## config.mk

```make
export PLATFORM = sky130hd
export DESIGN_NAME = uart_tx_fifo_feeder
export DESIGN_NICKNAME = d
export VERILOG_FILES = /design/src/rtl/uart_tx_fifo_feeder.sv
export SDC_FILE = /design/constraint.sdc
export NUM_CORES = 1
export LEC_CHECK = 0
export CAP_MARGIN = 20
export CORE_MARGIN = 3
export CORE_UTILIZATION = 50
export CTS_BUF_LIST = sky130_fd_sc_hd__clkbuf_8
export DETAILED_ROUTE_END_ITERATION = 10
export DONT_BUFFER_PORTS = 1
export PLACE_DENSITY = 0.65
export SLEW_MARGIN = 25
export SYNTH_ARGS = -nofsm -noshare
export SYNTH_HDL_FRONTEND = slang
export SYNTH_SLANG_ARGS = --single-unit
```

## constraint.sdc

```tcl
create_clock -name i_SysClock -period 2.5 [get_ports i_SysClock]
set_input_delay 0 -clock i_SysClock [delete_from_list [all_inputs] [get_ports i_SysClock]]
set_output_delay 0 -clock i_SysClock [all_outputs]
set_load 0.02 [all_outputs]
```

## src/rtl/uart_tx_fifo_feeder.sv

```systemverilog
// uart_tx_fifo_feeder
//  Byte queue in front of the UART transmitter. Host bytes are buffered in a
//  2**DEPTH_LOG2 x 8 FIFO and handed to the transmitter one at a time. The
//  transmitter's done output paces the hand-off so frames chain back to back.
//
//  Optional feature macro: UART_TX_FIFO_OVF_FLAG_EN
//   defined     : o_Overflow is a sticky write-while-full flag, cleared by
//                 i_OvfClear (a new drop in the same cycle wins over the clear)
//   not defined : o_Overflow tied 0, i_OvfClear ignored
//
//  Ports
//   i_SysClock   system clock, rising edge
//   i_Reset      asynchronous active-high reset
//   i_WrValid    host write strobe (one byte per cycle)
//   i_WrByte     host write data
//   o_WrReady    high when a write would be accepted (!o_Full)
//   o_Full       queue holds 2**DEPTH_LOG2 entries
//   o_Empty      queue holds no entries
//   o_Level      number of entries stored
//   o_Busy       hand-off FSM active or queue not empty
//   o_Overflow   sticky dropped-write flag (see macro above)
//   i_OvfClear   clears o_Overflow
//   o_TxValid    valid to transmitter
//   o_TxByte     byte to transmitter, changes only on a pop
//   i_TxDone     transmitter done (high in its IDLE or STOP_BIT)
module uart_tx_fifo_feeder #(
    parameter int DEPTH_LOG2 = 4
) (
    input  logic                  i_SysClock,
    input  logic                  i_Reset,
    input  logic                  i_WrValid,
    input  logic [7:0]            i_WrByte,
    output logic                  o_WrReady,
    output logic                  o_Full,
    output logic                  o_Empty,
    output logic [DEPTH_LOG2:0]   o_Level,
    output logic                  o_Busy,
    output logic                  o_Overflow,
    input  logic                  i_OvfClear,
    output logic                  o_TxValid,
    output logic [7:0]            o_TxByte,
    input  logic                  i_TxDone
);

    localparam int DEPTH = 1 << DEPTH_LOG2;
    localparam logic [DEPTH_LOG2-1:0] PTR_ONE    = {{(DEPTH_LOG2-1){1'b0}}, 1'b1};
    localparam logic [DEPTH_LOG2:0]   LEVEL_ONE  = {{DEPTH_LOG2{1'b0}}, 1'b1};
    localparam logic [DEPTH_LOG2:0]   LEVEL_ZERO = {(DEPTH_LOG2+1){1'b0}};
    localparam logic [DEPTH_LOG2:0]   LEVEL_FULL = {1'b1, {DEPTH_LOG2{1'b0}}};

    typedef enum logic [1:0] {
        ST_IDLE    = 2'd0,
        ST_OFFER   = 2'd1,
        ST_SENDING = 2'd2
    } state_t;

    logic [7:0]            mem_r [DEPTH];
    logic [DEPTH_LOG2-1:0] wrPtr_r;
    logic [DEPTH_LOG2-1:0] rdPtr_r;
    logic [DEPTH_LOG2:0]   level_r;
    logic                  full_r;
    logic                  empty_r;
    logic                  busy_r;
    logic                  txValid_r;
    logic [7:0]            txByte_r;
    logic                  doneD_r;
    state_t                state_r;

    logic                  wrAccept_s;
    logic                  accept_s;
    logic                  pop_s;
    state_t                stateNext_s;
    logic [DEPTH_LOG2:0]   levelNext_s;

    // Full is judged on pre-edge state, so a write alongside a pop while full is dropped.
    assign wrAccept_s = i_WrValid && !full_r;
    // Transmitter took the byte when done falls (it left IDLE/STOP_BIT for START_BIT).
    assign accept_s   = doneD_r && !i_TxDone;

    // Hand-off FSM next state and pop decision.
    always_comb begin
        stateNext_s = state_r;
        pop_s       = 1'b0;
        case (state_r)
            ST_IDLE: begin
                if (!empty_r) begin
                    pop_s       = 1'b1;
                    stateNext_s = ST_OFFER;
                end else begin
                    stateNext_s = ST_IDLE;
                end
            end
            ST_OFFER: begin
                if (accept_s) begin
                    stateNext_s = ST_SENDING;
                end else begin
                    stateNext_s = ST_OFFER;
                end
            end
            ST_SENDING: begin
                // Done high here means STOP_BIT: queue the next byte so it chains.
                if (i_TxDone) begin
                    if (!empty_r) begin
                        pop_s       = 1'b1;
                        stateNext_s = ST_OFFER;
                    end else begin
                        stateNext_s = ST_IDLE;
                    end
                end else begin
                    stateNext_s = ST_SENDING;
                end
            end
            default: begin
                stateNext_s = ST_IDLE;
            end
        endcase
    end

    // Next fill level from simultaneous write/pop.
    always_comb begin
        levelNext_s = level_r;
        case ({wrAccept_s, pop_s})
            2'b10:   levelNext_s = level_r + LEVEL_ONE;
            2'b01:   levelNext_s = level_r - LEVEL_ONE;
            default: levelNext_s = level_r;
        endcase
    end

    // Storage array; contents need no reset since level gates every read.
    always_ff @(posedge i_SysClock) begin
        if (wrAccept_s) begin
            mem_r[wrPtr_r] <= i_WrByte;
        end
    end

    // Pointers, level, status flags, FSM state and transmitter outputs.
    always_ff @(posedge i_SysClock or posedge i_Reset) begin
        if (i_Reset) begin
            wrPtr_r   <= {DEPTH_LOG2{1'b0}};
            rdPtr_r   <= {DEPTH_LOG2{1'b0}};
            level_r   <= LEVEL_ZERO;
            full_r    <= 1'b0;
            empty_r   <= 1'b1;
            busy_r    <= 1'b0;
            txValid_r <= 1'b0;
            txByte_r  <= 8'h00;
            doneD_r   <= 1'b1;
            state_r   <= ST_IDLE;
        end else begin
            if (wrAccept_s) begin
                wrPtr_r <= wrPtr_r + PTR_ONE;
            end
            if (pop_s) begin
                rdPtr_r  <= rdPtr_r + PTR_ONE;
                txByte_r <= mem_r[rdPtr_r];
            end
            level_r   <= levelNext_s;
            full_r    <= (levelNext_s == LEVEL_FULL);
            empty_r   <= (levelNext_s == LEVEL_ZERO);
            busy_r    <= (stateNext_s != ST_IDLE) || (levelNext_s != LEVEL_ZERO);
            txValid_r <= (stateNext_s == ST_OFFER);
            doneD_r   <= i_TxDone;
            state_r   <= stateNext_s;
        end
    end

`ifdef UART_TX_FIFO_OVF_FLAG_EN
    logic ovf_r;
    logic wrDrop_s;

    assign wrDrop_s = i_WrValid && full_r;

    // Sticky overflow flag; a drop in the same cycle as a clear keeps it set.
    always_ff @(posedge i_SysClock or posedge i_Reset) begin
        if (i_Reset) begin
            ovf_r <= 1'b0;
        end else if (wrDrop_s) begin
            ovf_r <= 1'b1;
        end else if (i_OvfClear) begin
            ovf_r <= 1'b0;
        end else begin
            ovf_r <= ovf_r;
        end
    end

    assign o_Overflow = ovf_r;
`else
    logic unusedOvfClear_s;

    assign unusedOvfClear_s = i_OvfClear;
    assign o_Overflow       = 1'b0;
`endif

    assign o_WrReady = !full_r;
    assign o_Full    = full_r;
    assign o_Empty   = empty_r;
    assign o_Level   = level_r;
    assign o_Busy    = busy_r;
    assign o_TxValid = txValid_r;
    assign o_TxByte  = txByte_r;

endmodule

```

==> impl.org, run 1 <==
** Synthesis
- After technology mapping, the gate count stands at 324.
- After synthesis, flip-flops and latches occupy around 72% of the total area.
- Area contributors post-synth :: edfxtp_1 (61%), dfrtp_1 (10%), mux4_2 (7.8%)
- Synth Area per Inst :: between 15 and 20 um2
- Primary flip-flop cell chosen by synthesis mapping :: edfxtp_1
- Counting distinct cell types in the post-synthesis netlist gives 35.
- The largest total area in the synthesized netlist belongs to edfxtp_1.
- Cell area after synthesis :: roughly 0.0063 mm2
- Async set-reset flop share out of synthesis :: roughly 18%
- Post-synth top area share :: 60.5%
- FF+latch count, synth :: around 160
- Number of flops mapped to enable cells by yosys :: approximately 130
- Synth warnings :: 0
- When the netlist entered floorplanning its net count stood at roughly 340.

** STA
- Setup slack on the critical path of the routed design comes to between 150 and 200 ps.
- The final count of pins violating max slew is 0.
- Remaining max-slew budget at the tightest pin :: roughly 54%
- Dividing the final minimum period by the clock period gives 92.5%.
- Endpoints failing setup :: 0
- Setup TNS :: 0 ps
- Between clock sinks in the finished design, the worst skew comes to ~16 ps.
- WHS :: roughly 94 ps
- The hold violation count in the final report is 0.
- Transition time at the pin with the least slew margin :: approximately 680 ps
- Final critical-path required period :: 2310 ps
- Unrepaired setup endpoints after global routing :: false
- Maximum achievable frequency :: approximately 430 MHz

** Cells and area
- Layout Area Growth over Synthesis :: 13.5%
- Fillcell total :: between 900 and 1,000
- The net count of the finished layout is slightly below 400.
- Share of post-route cells with drive strength above 1 :: a little under a quarter
- After the flow finishes, the layout carries non-filler instances totaling between 500 and 600.
- The repair_antennas step left the layout with diodes totalling 0.

** Power
- Worst-case vdd ir drop :: 0.000760 V
- Internal power :: 5460 uW
- Portion of total power attributed to the clock network :: 22.4%
- Per report_power, the combinational group accounts for ~30% of the total.
- Ratio of total power to cell area :: ~1100 mW/mm2
- The analysis attributes to cell leakage a power of approximately 0.0025 uW.
- For this design the total switching power over the nets is roughly 2500 uW.
- Net Sw Frac :: 31.1%
- Relative contribution of sequential cells to total power :: 47.0%
- After layout, the design draws a total of about 8000 uW.

** Route
- DRC marker count from the first detailed-route iteration :: 323
- In the routed layout, each cell is associated on average with a via count of 5.63.
- Vias after detailed routing :: 3,061
- Dividing the detail-routed wire length by the instance count gives ~21 um.
- Number of antenna-violating nets in the routed design :: 0
- Detailed-route wire length :: between 10 and 15 mm
- Drt pass-1 iters :: 4
- DRC violations left :: 0

** Floorplanning
- Core region area :: approximately 0.012 mm2
- Measured along the x axis, the die boundary spans roughly 120 um.
- Die height :: 119 um
- Initial standard-cell utilization of the core :: approximately half
- The die covers around 0.014 mm2.
- Number of core rows :: 40
- Number of ports placed on the die boundary :: 32

** Placed design
- Final weighted congestion of routability-driven global placement :: 0.781
- Detailed placement finished with a half-perimeter wire length of 7.48 mm.
- Worst slack at placement :: 206 ps
- Number of buffer cells added on primary ports :: 0
- Number of placed cells counting well taps :: roughly 500

** Critical path
- The worst setup path is of the register to register kind.
- CP Max Fanout :: 4
- The setup check on the worst reg-to-reg path leaves a slack of 190 ps.
- Reg-to-reg startpoint :: o_Full$_DFF_PP0_
- Crit. End Element :: register
- Endpoint of the lowest-slack register-to-register path :: o_Empty$_DFF_PP1_
- Cells on worst reg2reg path :: 11
- Data on the critical path arrives at its endpoint at roughly 2700 ps.
- STA classifies the critical path startpoint as a register.
- Required time at the worst-slack endpoint :: between 2000 and 3000 ps

** Run
- The tool flagged a number of max-cap violations equal to 0.

** Clock tree
- Counting every sink on the clock net gives 156.
- Cell at the root of the clock tree :: clkbuf_8
- Clock-pin slew was measured on the worst setup and hold paths at ~90 ps.
- Clock latency on the worst-skew pair, taken at its later pin, is between 400 and 500 ps.
- The number of setup buffers added after CTS is 0.
- Counting along the longest clock path gives a buffer depth of 2.
- TritonCTS built the clock tree.
- The number of clock buffers added by TritonCTS is 17.
- Total number of H-tree levels :: 4

** Global route
- The total overflow left after global routing is 0.
- The first global-routing pass estimated around 18 mm of wire.
- Number of global-route vias before repair :: 3,086
- Entering global routing, the biggest net connects 36 pins.
- Antenna violations before repair :: 0
- Across every metal layer, demand over resource in global routing totals between 10% and 20%.

** Min path
- Kind of path behind the tightest hold check :: input pin to register
- The worst hold path passes through 4 cells.
- Startpoint of the tightest hold check path :: i_TxDone
- End point of the worst hold path :: rdPtr_r[0]$_DFFE_PP0P_

** Status
- The run finished with clean final reports.
## how the worst max path moves through the flow
stage,from,slack [ps],endpoint
3_3_place_gp,o_Empty$_DFF_PP1_,210,o_Full$_DFF_PP0_
3_5_place_dp,o_Full$_DFF_PP0_,210,o_Busy$_DFF_PP0_
4_1_cts,o_Empty$_DFF_PP1_,180,o_Full$_DFF_PP0_
2_1_floorplan,o_Empty$_DFF_PP1_,120,o_Full$_DFF_PP0_
6_report,o_Full$_DFF_PP0_,190,o_Empty$_DFF_PP1_
5_1_grt,o_Full$_DFF_PP0_,10,o_Empty$_DFF_PP1_
## power groups by stage
stage	clock network, uW	logic (uW)	registers [uW]
2_1_floorplan	0	1910	3600
3_3_place_gp	0	2330	3760
3_5_place_dp	0	2370	3780
4_1_cts	1820	2430	3730
5_1_grt	1920	2610	3780
6_report	1770	2420	3730
## cells by family (layout without fill, tap and decap cells)
group | count (synthesis) | in the layout | share of synthesized area, %
AO/OA/AOI/OAI | 15 | 15 | 1.40
multiplexers | 50 | 50 | 17.4
AND/OR/NAND/NOR | 57 | 57 | 4.36
flip-flops | 156 | 156 | 71.6
adder cells (fa/ha/maj) | 7 | 7 | 1.38
other | 1 | 1 | 0.0591
XOR/XNOR | 12 | 12 | 1.66
buffers and inverters | 26 | 78 | 2.15
## synthesized netlist by cell type, types with 4 or more instances
cell,number
edfxtp_1,128
dfrtp_1,26
mux4_2,22
nor2_1,22
mux4_1,18
nand2_1,11
xnor2_1,10
inv_1,9
clkbuf_1,8
ha_1,7
mux2_4,6
a21oi_1,5
nor3_1,5
o21ai_0,5
mux2_2,4
nand2b_1,4
## cell type report
cell class	count	area (um2)	share of cell area (%)
Sequential cell	156	4550	63.1
Multi-Input combinational cell	142	1690	23.5
Timing Repair Buffer	39	350	4.86
Clock buffer	17	234	3.25
Tap cell	168	210	2.92
Clock inverter	13	135	1.88
Inverter	9	33.8	0.469
## timing repair
action	in CTS	in global routing
hold buffers	13	0
resized for setup	0	7
endpoints found under the hold margin	160	0
setup endpoints to repair	0	2
## critical path, stage by stage (launching register included)
cell      delay, ps
dfrtp_2         460
nor2b_1         170
inv_1           110
nand3_1         180
xnor2_1         150
ha_1            210
nand2b_1         90
nor4_1          160
o21ai_0         110
a21oi_1         180
xnor2_1         220
and3_1          210
## sequential cells by signal, indices dropped and copies added (netlist names)
register,count
doneD_r,1
mem_r,128
o_Busy,1
o_Empty,1
o_Full,1
o_Level,5
o_TxByte,8
o_TxValid,1
rdPtr_r,4
state_r,2
wrPtr_r,4
## metrics by stage
| stage | util (%) | instance area [um2] |
|---|---|---|
| after global placement | 54.7 | 6680 |
| after CTS | 58.8 | 7180 |
| after detailed placement | 54.7 | 6680 |
| after global routing | 59.0 | 7210 |
| final | 59.0 | 7210 |
| after floorplan | - | 6350 |
## routing by layer
layer	part of all wire, %	wire length, um	track usage, %
met1	45	5260	24.6
met2	49	5780	28.0
met3	4.6	535	4.74
met4	0.89	104	5.43
met5	0	0	0
## layout by cell type, fill, tap and decap left out, drive strengths merged
cell         netlist  final
nand4              3      3
or2                1      1
xnor2             10     10
dfstp              2      2
conb               1      1
nor2b              2      2
a31oi              3      3
nor4               2      2
nor3               5      5
ha                 7      7
nand4bb            1      1
a21oi              5      5
dfrtp             26     26
or4                1      1
clkbuf             8     17
edfxtp           128    128
inv                9     11
dlygate4sd3        0     13
nor2              22     22
nand2b             4      4
xor2               2      2
mux2              10     10
clkinv             0      8
bufinv             0      3
o21ai              5      5
nor3b              3      3
nand3              1      1
buf                9     26
a222oi             2      2
and3               1      1
nand2             11     11
mux4              40     40
Power figures use the tool's default switching activity.
==> inputs of run 2 (changes only) <==
PLACE_DENSITY = 0.62   (was 0.65)
clock period = 2.7 ns   (was 2.5 ns; I/O delays follow)
==> run 2 against run 1 <==
  * Wire length decreased by 6.5%
  * Fmax decreased by 1.6%
  * First-iteration DRC count decreased by 21%
  * Flip-flop and latch count unchanged
  * Critical endpoint is now o_Full$_DFF_PP0_
  * Critical path type unchanged
  * Count of clock-buffer cells in the layout unchanged
  * Worst hold slack got worse by 52 ps
  * Sequential share of layout area increased by 0.77 points
==> impl.org, run 2 (synthesized netlist as in run 1, its figures left out) <==
** Status
- The run finished with clean final reports.

** Power
- Ratio of total power to cell area :: roughly 1000 mW/mm2
- Static leakage :: approximately 0.0025 uW
- Switch Pwr :: approximately 2200 uW
- The internal power of the cells totals 5120 uW.
- In this run, the clock network consumes roughly 24% of the power.
- IR analysis of the VDD net gives a maximum drop of around 0.00066 V.
- Relative contribution of sequential cells to total power :: a little under half
- Part of the total power dissipated in combinational logic :: between 20% and 30%
- Of the total power, the share spent switching nets is 30.4%.

** Global route
- The number of antenna violations at the first check in global routing was 0.
- The number of global-route vias before repair is a little under 3,000.
- The total overflow left after global routing is 0.
- Wire length of the first global-routing pass :: 17.3 mm
- Overall Global Routing Usage :: approximately 17%
- Entering global routing, the biggest net connects 36 pins.

** STA
- Fin crit share :: 87.1%
- Setup TNS :: 0 ps
- The routed design could run at a clock period as short as ~2400 ps.
- Clock tree skew after final layout :: between 8 and 9 ps
- Transition time at the pin with the least slew margin :: between 700 and 800 ps
- WHS :: approximately 41 ps
- Hold Fails Final Rpt :: 0
- After layout, the worst setup slack is 348 ps.
- Maximum achievable frequency :: approximately 430 MHz
- Total count of max-transition violations in the final report :: 0
- Setup violations remaining at the end of the flow were counted as 0.
- Setup repair after global routing left no endpoint under its margin.
- Headroom to the max-slew limit came out at between 40% and 50%.

** Route
- In this run the remaining antenna-violating nets after routing total 0.
- Wire length per cell after detailed routing :: just over 20 um
- After the first detailed-routing iteration, the DRC count stood at approximately 260.
- The first detailed-routing pass took 5 iterations.
- Vias after detailed routing :: a little under 3,000
- After detailed routing, the number of vias per cell comes to ~5.5.
- The final layout contains routed wiring with a total length of roughly 11 mm.
- DRC violations left :: 0

** Critical path
- Critical path arrival :: about 2700 ps
- Cell type group with the largest total delay on the critical path :: simple AND/OR/NAND/NOR gates
- Sort of element at the start of the critical path :: register
- Walking the worst path, the cells encountered are or2_2, nor2_1, ha_1, nor4_1, o21ai_0, a31oi_1, xnor2_1, inv_1, nor3b_1.
- Category of the critical setup timing path :: register to register
- CP Buf/Inv Count :: 1
- For this design, the slowest cell found on the critical path is dfstp_2.
- CP Max Fanout :: 5
- STA puts the critical path data required time at between 3000 and 4000 ps.
- In this design, the stage delay of the slowest critical-path cell is approximately 630 ps.
- Crit. End Element :: register

** Clock tree
- CTS tree :: done
- Post-cts gate resize count :: 0
- Total number of H-tree levels :: 4
- The later pin in the worst-skew pair is clocked with a latency of between 400 and 500 ps.
- Counting the buffers created by CTS gives 17.
- Clock-pin slew was measured on the worst setup and hold paths at 80 ps.
- Clock tree synthesis selected as its root buffer the cell clkbuf_8.
- Clock buffer depth :: 2
- Total number of clock tree sinks :: ~160

** Cells and area
- Final std cells w/o fill :: 533
- The area growth from synthesis to layout is 12.1%.
- N_diodes :: 0
- Commonest non-fill, non-tap cell in the layout :: edfxtp_1
- The register with the most flip-flops in the layout has between 100 and 150 of them.
- mem_r holds more flip-flops than any other register.
- Cells with a size suffix above 1 make up between 20 and 25% of the layout.
- Count of nets after finishing :: approximately 370
- Fill cells in the final layout number a little over 900.
- The library cells used most frequently in the layout, excluding fill and tap cells, are edfxtp_1 (128), dfrtp_1 (25), mux4_2 (22), nor2_1 (22), mux4_1 (18).

** Run
- Max-cap violations :: 0

** Placed design
- Number of buffer cells added on primary ports :: 0
- Placed wire-length estimate :: slightly above 7 mm
- Prior to clock tree synthesis, the placed netlist has a worst setup slack of 362 ps.
- The number of placed instances, taps included, is 491.
- Final weighted congestion of routability-driven global placement :: ~0.85

** Floorplanning
- The die is about 120 um wide.
- Area enclosed by the die boundary :: roughly 0.014 mm2
- In this run the vertical extent of the chip is between 100 and 150 um.
- Initial standard-cell utilization of the core :: 52.0%
- The floorplan has 40 rows.
- Core region area :: 0.0122 mm2
- Number of ports placed on the die boundary :: 32

** Min path
- The path class of the tightest hold or removal check is input pin to register.
[run 2: cell types whose count changed in the layout (fill, tap and decap cells not counted), sizes merged]
cell         change
inv              -1
buf             -10
clkinvlp         +2
bufinv           +1
dlygate4sd3      -3
[run 2: layout make-up]
type	instances	area [um2]	area share (%)
repair buffers	26	245	3.45
inverters	9	33.8	0.475
clock buffers	17	234	3.29
multi-input cells	142	1670	23.4
well taps	168	210	2.95
flip-flops and latches	156	4550	63.9
clock inverters	15	180	2.53
[run 2: stage by stage]
step	utilization (%)	area (um2)	total power (uW)
finish	58.3	7120	7360
global placement	54.1	6600	5580
floorplan	-	6350	5100
global route	58.3	7120	7750
detailed placement	54.1	6600	5640
CTS	58.3	7120	7470
[run 2: per-layer routing]
metal | up-vias | global-route usage [%] | share of wire [%]
met2 | 87 | 24.4 | 47
met1 | 1490 | 24.7 | 46
met5 | - | 0 | 0
met3 | 7 | 5.02 | 6.4
met4 | 0 | 5.43 | 0.61
li1 | 1349 | - | -
[run 2: worst reg2reg max path, stage by stage (launching register included)]
cell	delay, ps
dfstp_2	630
or2_2	170
nor2_1	60
ha_1	230
nor4_1	340
o21ai_0	170
a31oi_1	230
xnor2_1	170
inv_1	80
nor3b_1	190
[run 2: path summary, 6_finish.rpt]
| path | depth (start not counted) | from | end | slack, ps |
|---|---|---|---|---|
| worst min-delay path | 3 | i_WrValid | wrPtr_r[0]$_DFFE_PP0P_ | 40 |
| worst min register to register | 1 | rdPtr_r[0]$_DFFE_PP0P_ | rdPtr_r[0]$_DFFE_PP0P_ | 550 |
| worst max-delay path | 9 | o_Empty$_DFF_PP1_ | o_Full$_DFF_PP0_ | 350 |
| worst max register to register | 9 | o_Empty$_DFF_PP1_ | o_Full$_DFF_PP0_ | 350 |
| min in group asynchronous | 2 | i_Reset | o_TxByte[6]$_DFFE_PP0P_ | 90 |
| max in group asynchronous | 2 | i_Reset | rdPtr_r[0]$_DFFE_PP0P_ | 2200 |
[run 2: power groups by stage]
stage          Combinational, uW  Clock (uW)  Sequential (uW)
2_1_floorplan               1760           0             3340
3_3_place_gp                2060           0             3520
3_5_place_dp                2100           0             3540
4_1_cts                     2150        1830             3480
5_1_grt                     2290        1930             3540
6_report                    2110        1780             3480
[run 2: timing repair]
item / in CTS / in global routing
setup endpoints to repair: 0 / 0
hold endpoints to repair: 161 / 0
hold buffers: 10 / 0
setup buffers: 0 / 0
==> inputs of run 3 (changes only) <==
REMOVE_ABC_BUFFERS = 1   (was not set)
==> run 3 against run 2 <==
  * Utilization up 0.31 points
  * Critical path type unchanged
  * Fmax down 4.1%
  * Critical endpoint is now o_Busy$_DFF_PP0_
  * Total power up 1.3%
  * Setup slack worse by 100 ps
  * Clock power up 7%
  * Design area up 0.53%
  * Non-clock buffer count up 3
  * Critical path depth up 2
  * Die area unchanged
  * Highest routed layer unchanged
  * Via count up 0.41%
  * Worst hold slack better by 41 ps
  * Global-route usage up 0.14 points
  * Largest cell class unchanged
==> impl.org, run 3 (synthesized netlist as in run 1, its figures left out) <==
** Power
- Dividing total power by cell area gives a power density of roughly 1000 mW/mm2.
- Worst-case vdd ir drop :: 0.000483 V
- For this design the static power due to leakage is roughly 0.0025 uW.

** Clock tree
- Buffers inserted during clock tree synthesis total 17.
- CTS tree :: done
- In this run the deepest clock path goes through 2 buffers.
- Total number of H-tree levels :: 4
- Clock-pin slew of the registers on the worst-case setup and hold paths :: ~80 ps
- The tree built by TritonCTS fans out to 156 sinks.
- After clock tree synthesis, the repair step resized 0 gates.
- Source-to-sink clock delay at the later pin of the worst-skew pair :: between 400 and 500 ps
- In this run the clock root is driven by a clkbuf_8.

** Placed design
- Total cell area at the placement stage :: roughly 0.0066 mm2
- Final weighted congestion of routability-driven global placement :: about 0.8
- Summed over all nets, the half-perimeter wirelength after detailed placement is approximately 7.2 mm.
- Number of buffer cells added on primary ports :: 0
- The number of placed instances, taps included, is 492.
- Prior to clock tree synthesis, the placed netlist has a worst setup slack of around 330 ps.

** Critical path
- CP endpoint :: o_Busy$_DFF_PP0_
- Start point of the critical path :: o_Full$_DFF_PP0_
- STA classifies the critical path endpoint as a register.
- Endpoint of the lowest-slack register-to-register path :: o_Busy$_DFF_PP0_
- Required time at the worst-slack endpoint :: roughly 3000 ps
- The worst setup path is of the register to register kind.
- Minimum setup slack among reg-to-reg paths :: 250 ps
- Cells on worst reg2reg path :: 11
- Critical path arrival :: between 2000 and 3000 ps
- The worst setup path is launched from a register.
- The startpoint identified for the worst register-to-register timing path is o_Full$_DFF_PP0_.
- CP Max Fanout :: 4

** Min path
- The worst hold path belongs to the class input pin to asynchronous set/reset pin.

** Cells and area
- Largest Register :: mem_r
- N_diodes :: 0
- Count of nets after finishing :: approximately 380
- Final std cells w/o fill :: between 500 and 600
- Summing all non-filler instances in the final layout gives an area of 0.00715 mm2.
- The library cells used most frequently in the layout, excluding fill and tap cells, are edfxtp_1 (128), dfrtp_1 (25), mux4_2 (22), nor2_1 (22), mux4_1 (18).
- Commonest non-fill, non-tap cell in the layout :: edfxtp_1
- Layout Area Growth over Synthesis :: 12.7%
- The register with the most flip-flops in the layout has around 130 of them.
- Share of post-route cells with drive strength above 1 :: 21.8%

** STA
- Final critical-path required period :: 2450 ps
- The tightest hold path in the finished design has a slack of 82.0 ps.
- In this run the tightest slew margin relative to its limit is 50.5%.
- The hold violation count in the final report is 0.
- Total count of max-transition violations in the final report :: 0
- Clock tree skew after final layout :: around 16 ps
- Endpoints failing setup :: 0
- Unrepaired setup endpoints after global routing :: false
- For the pin with the worst max-slew slack, the measured transition is 740 ps.
- Slack of the critical path :: about 250 ps
- After layout, the worst path uses between 90% and 100% of the clock period.
- Timing would allow up to 408 MHz.

** Floorplanning
- For this configuration, the core starts out at a cell density of a little over 50%.
- The core region is ~0.012 mm2.
- The die is approximately 120 um tall.
- Number of core rows :: 40
- Die W :: roughly 120 um
- For this design the top-level I/O count stands at 32.
- Area enclosed by the die boundary :: around 0.014 mm2

** Global route
- After global routing the overflow that remains totals 0.
- Number of global-route vias before repair :: slightly above 3,000
- Antenna violations before repair :: 0
- Overall Global Routing Usage :: between 10% and 20%
- The first global-routing pass estimated roughly 18 mm of wire.
- Entering global routing, the biggest net connects 36 pins.

** Route
- Drt pass-1 iters :: 5
- Number of antenna-violating nets in the routed design :: 0
- Wire length per cell after detailed routing :: just over 20 um
- After the first detailed-routing iteration, the DRC count stood at 265.
- The routed design has ~11 mm of wire.
- Mean number of vias per cell :: roughly 5.5
- DRC violations left :: 0
- Vias after detailed routing :: 2,945

** Run
- Max-cap violations in this run came to 0.

** Status
- The flow ran to the end, and the final reports show no timing, DRC or antenna violations.
[run 3: changes by cell type in the layout (fill, tap and decap cells not counted)]
cell,delta
clkinv_2,-5
clkinvlp_4,+3
buf_4,+2
dlygate4sd3_1,+2
buf_12,-1
bufinv_16,+1
clkinv_1,+1
clkinv_4,-1
inv_1,+1
inv_2,-1
[run 3: timing repair]
action	in CTS	in global routing
hold buffers	12	0
endpoints found under the hold margin	163	0
buffers inserted	0	0
[run 3: layout make-up]
class	count	area [um2]
flip-flops and latches	156	4550
clock buffers	17	234
inverters	9	33.8
clock inverters	14	203
repair buffers	29	260
multi-input cells	142	1670
fillers	957	5060
well taps	168	210
[run 3: metal layers]
metal	global-route usage, %	wire, um	vias to the layer above
li1	-	-	1354
met1	24.8	5140	1520
met3	4.78	481	7
met4	5.65	77	0
met2	24.9	5330	64
met5	0	0	-
[run 3: worst min-delay path by stage]
stage                     cells past startpoint  slack [ps]  startpoint                       to
after global placement                        1        -220     i_Reset   rdPtr_r[3]$_DFFE_PP0P_
after detailed placement                      1        -210     i_Reset   rdPtr_r[3]$_DFFE_PP0P_
after CTS                                     3          60     i_Reset  o_TxByte[4]$_DFFE_PP0P_
after global routing                          3         120     i_Reset   rdPtr_r[0]$_DFFE_PP0P_
after floorplan                               0           4    i_TxDone        doneD_r$_DFF_PP1_
final                                         3          80     i_Reset   rdPtr_r[0]$_DFFE_PP0P_
[run 3: power breakdown]
group | switching, uW | internal [uW]
clock network | 819 | 1080
logic | 978 | 1110
registers | 463 | 3000
[run 3: worst max-delay path, stage by stage (launching register included)]
cell	delay, ps
dfrtp_1	500
nor2b_1	100
inv_1	130
nand3_1	210
xnor2_1	210
ha_1	220
nand2b_1	90
nor4_1	190
o21ai_0	150
a21oi_1	200
xnor2_1	190
nand4_1	130
[run 3: through the flow]
| step | TNS [ps] | total power (uW) | util (%) |
|---|---|---|---|
| 6_report | 0 | 7450 | 58.6 |
| 5_1_grt | 0 | 7850 | 58.6 |
| 4_1_cts | 0 | 7550 | 58.6 |
| 3_5_place_dp | 0 | 5600 | 54.0 |
| 3_3_place_gp | 0 | 5550 | 54.0 |
| 2_1_floorplan | -486 | 4980 | - |
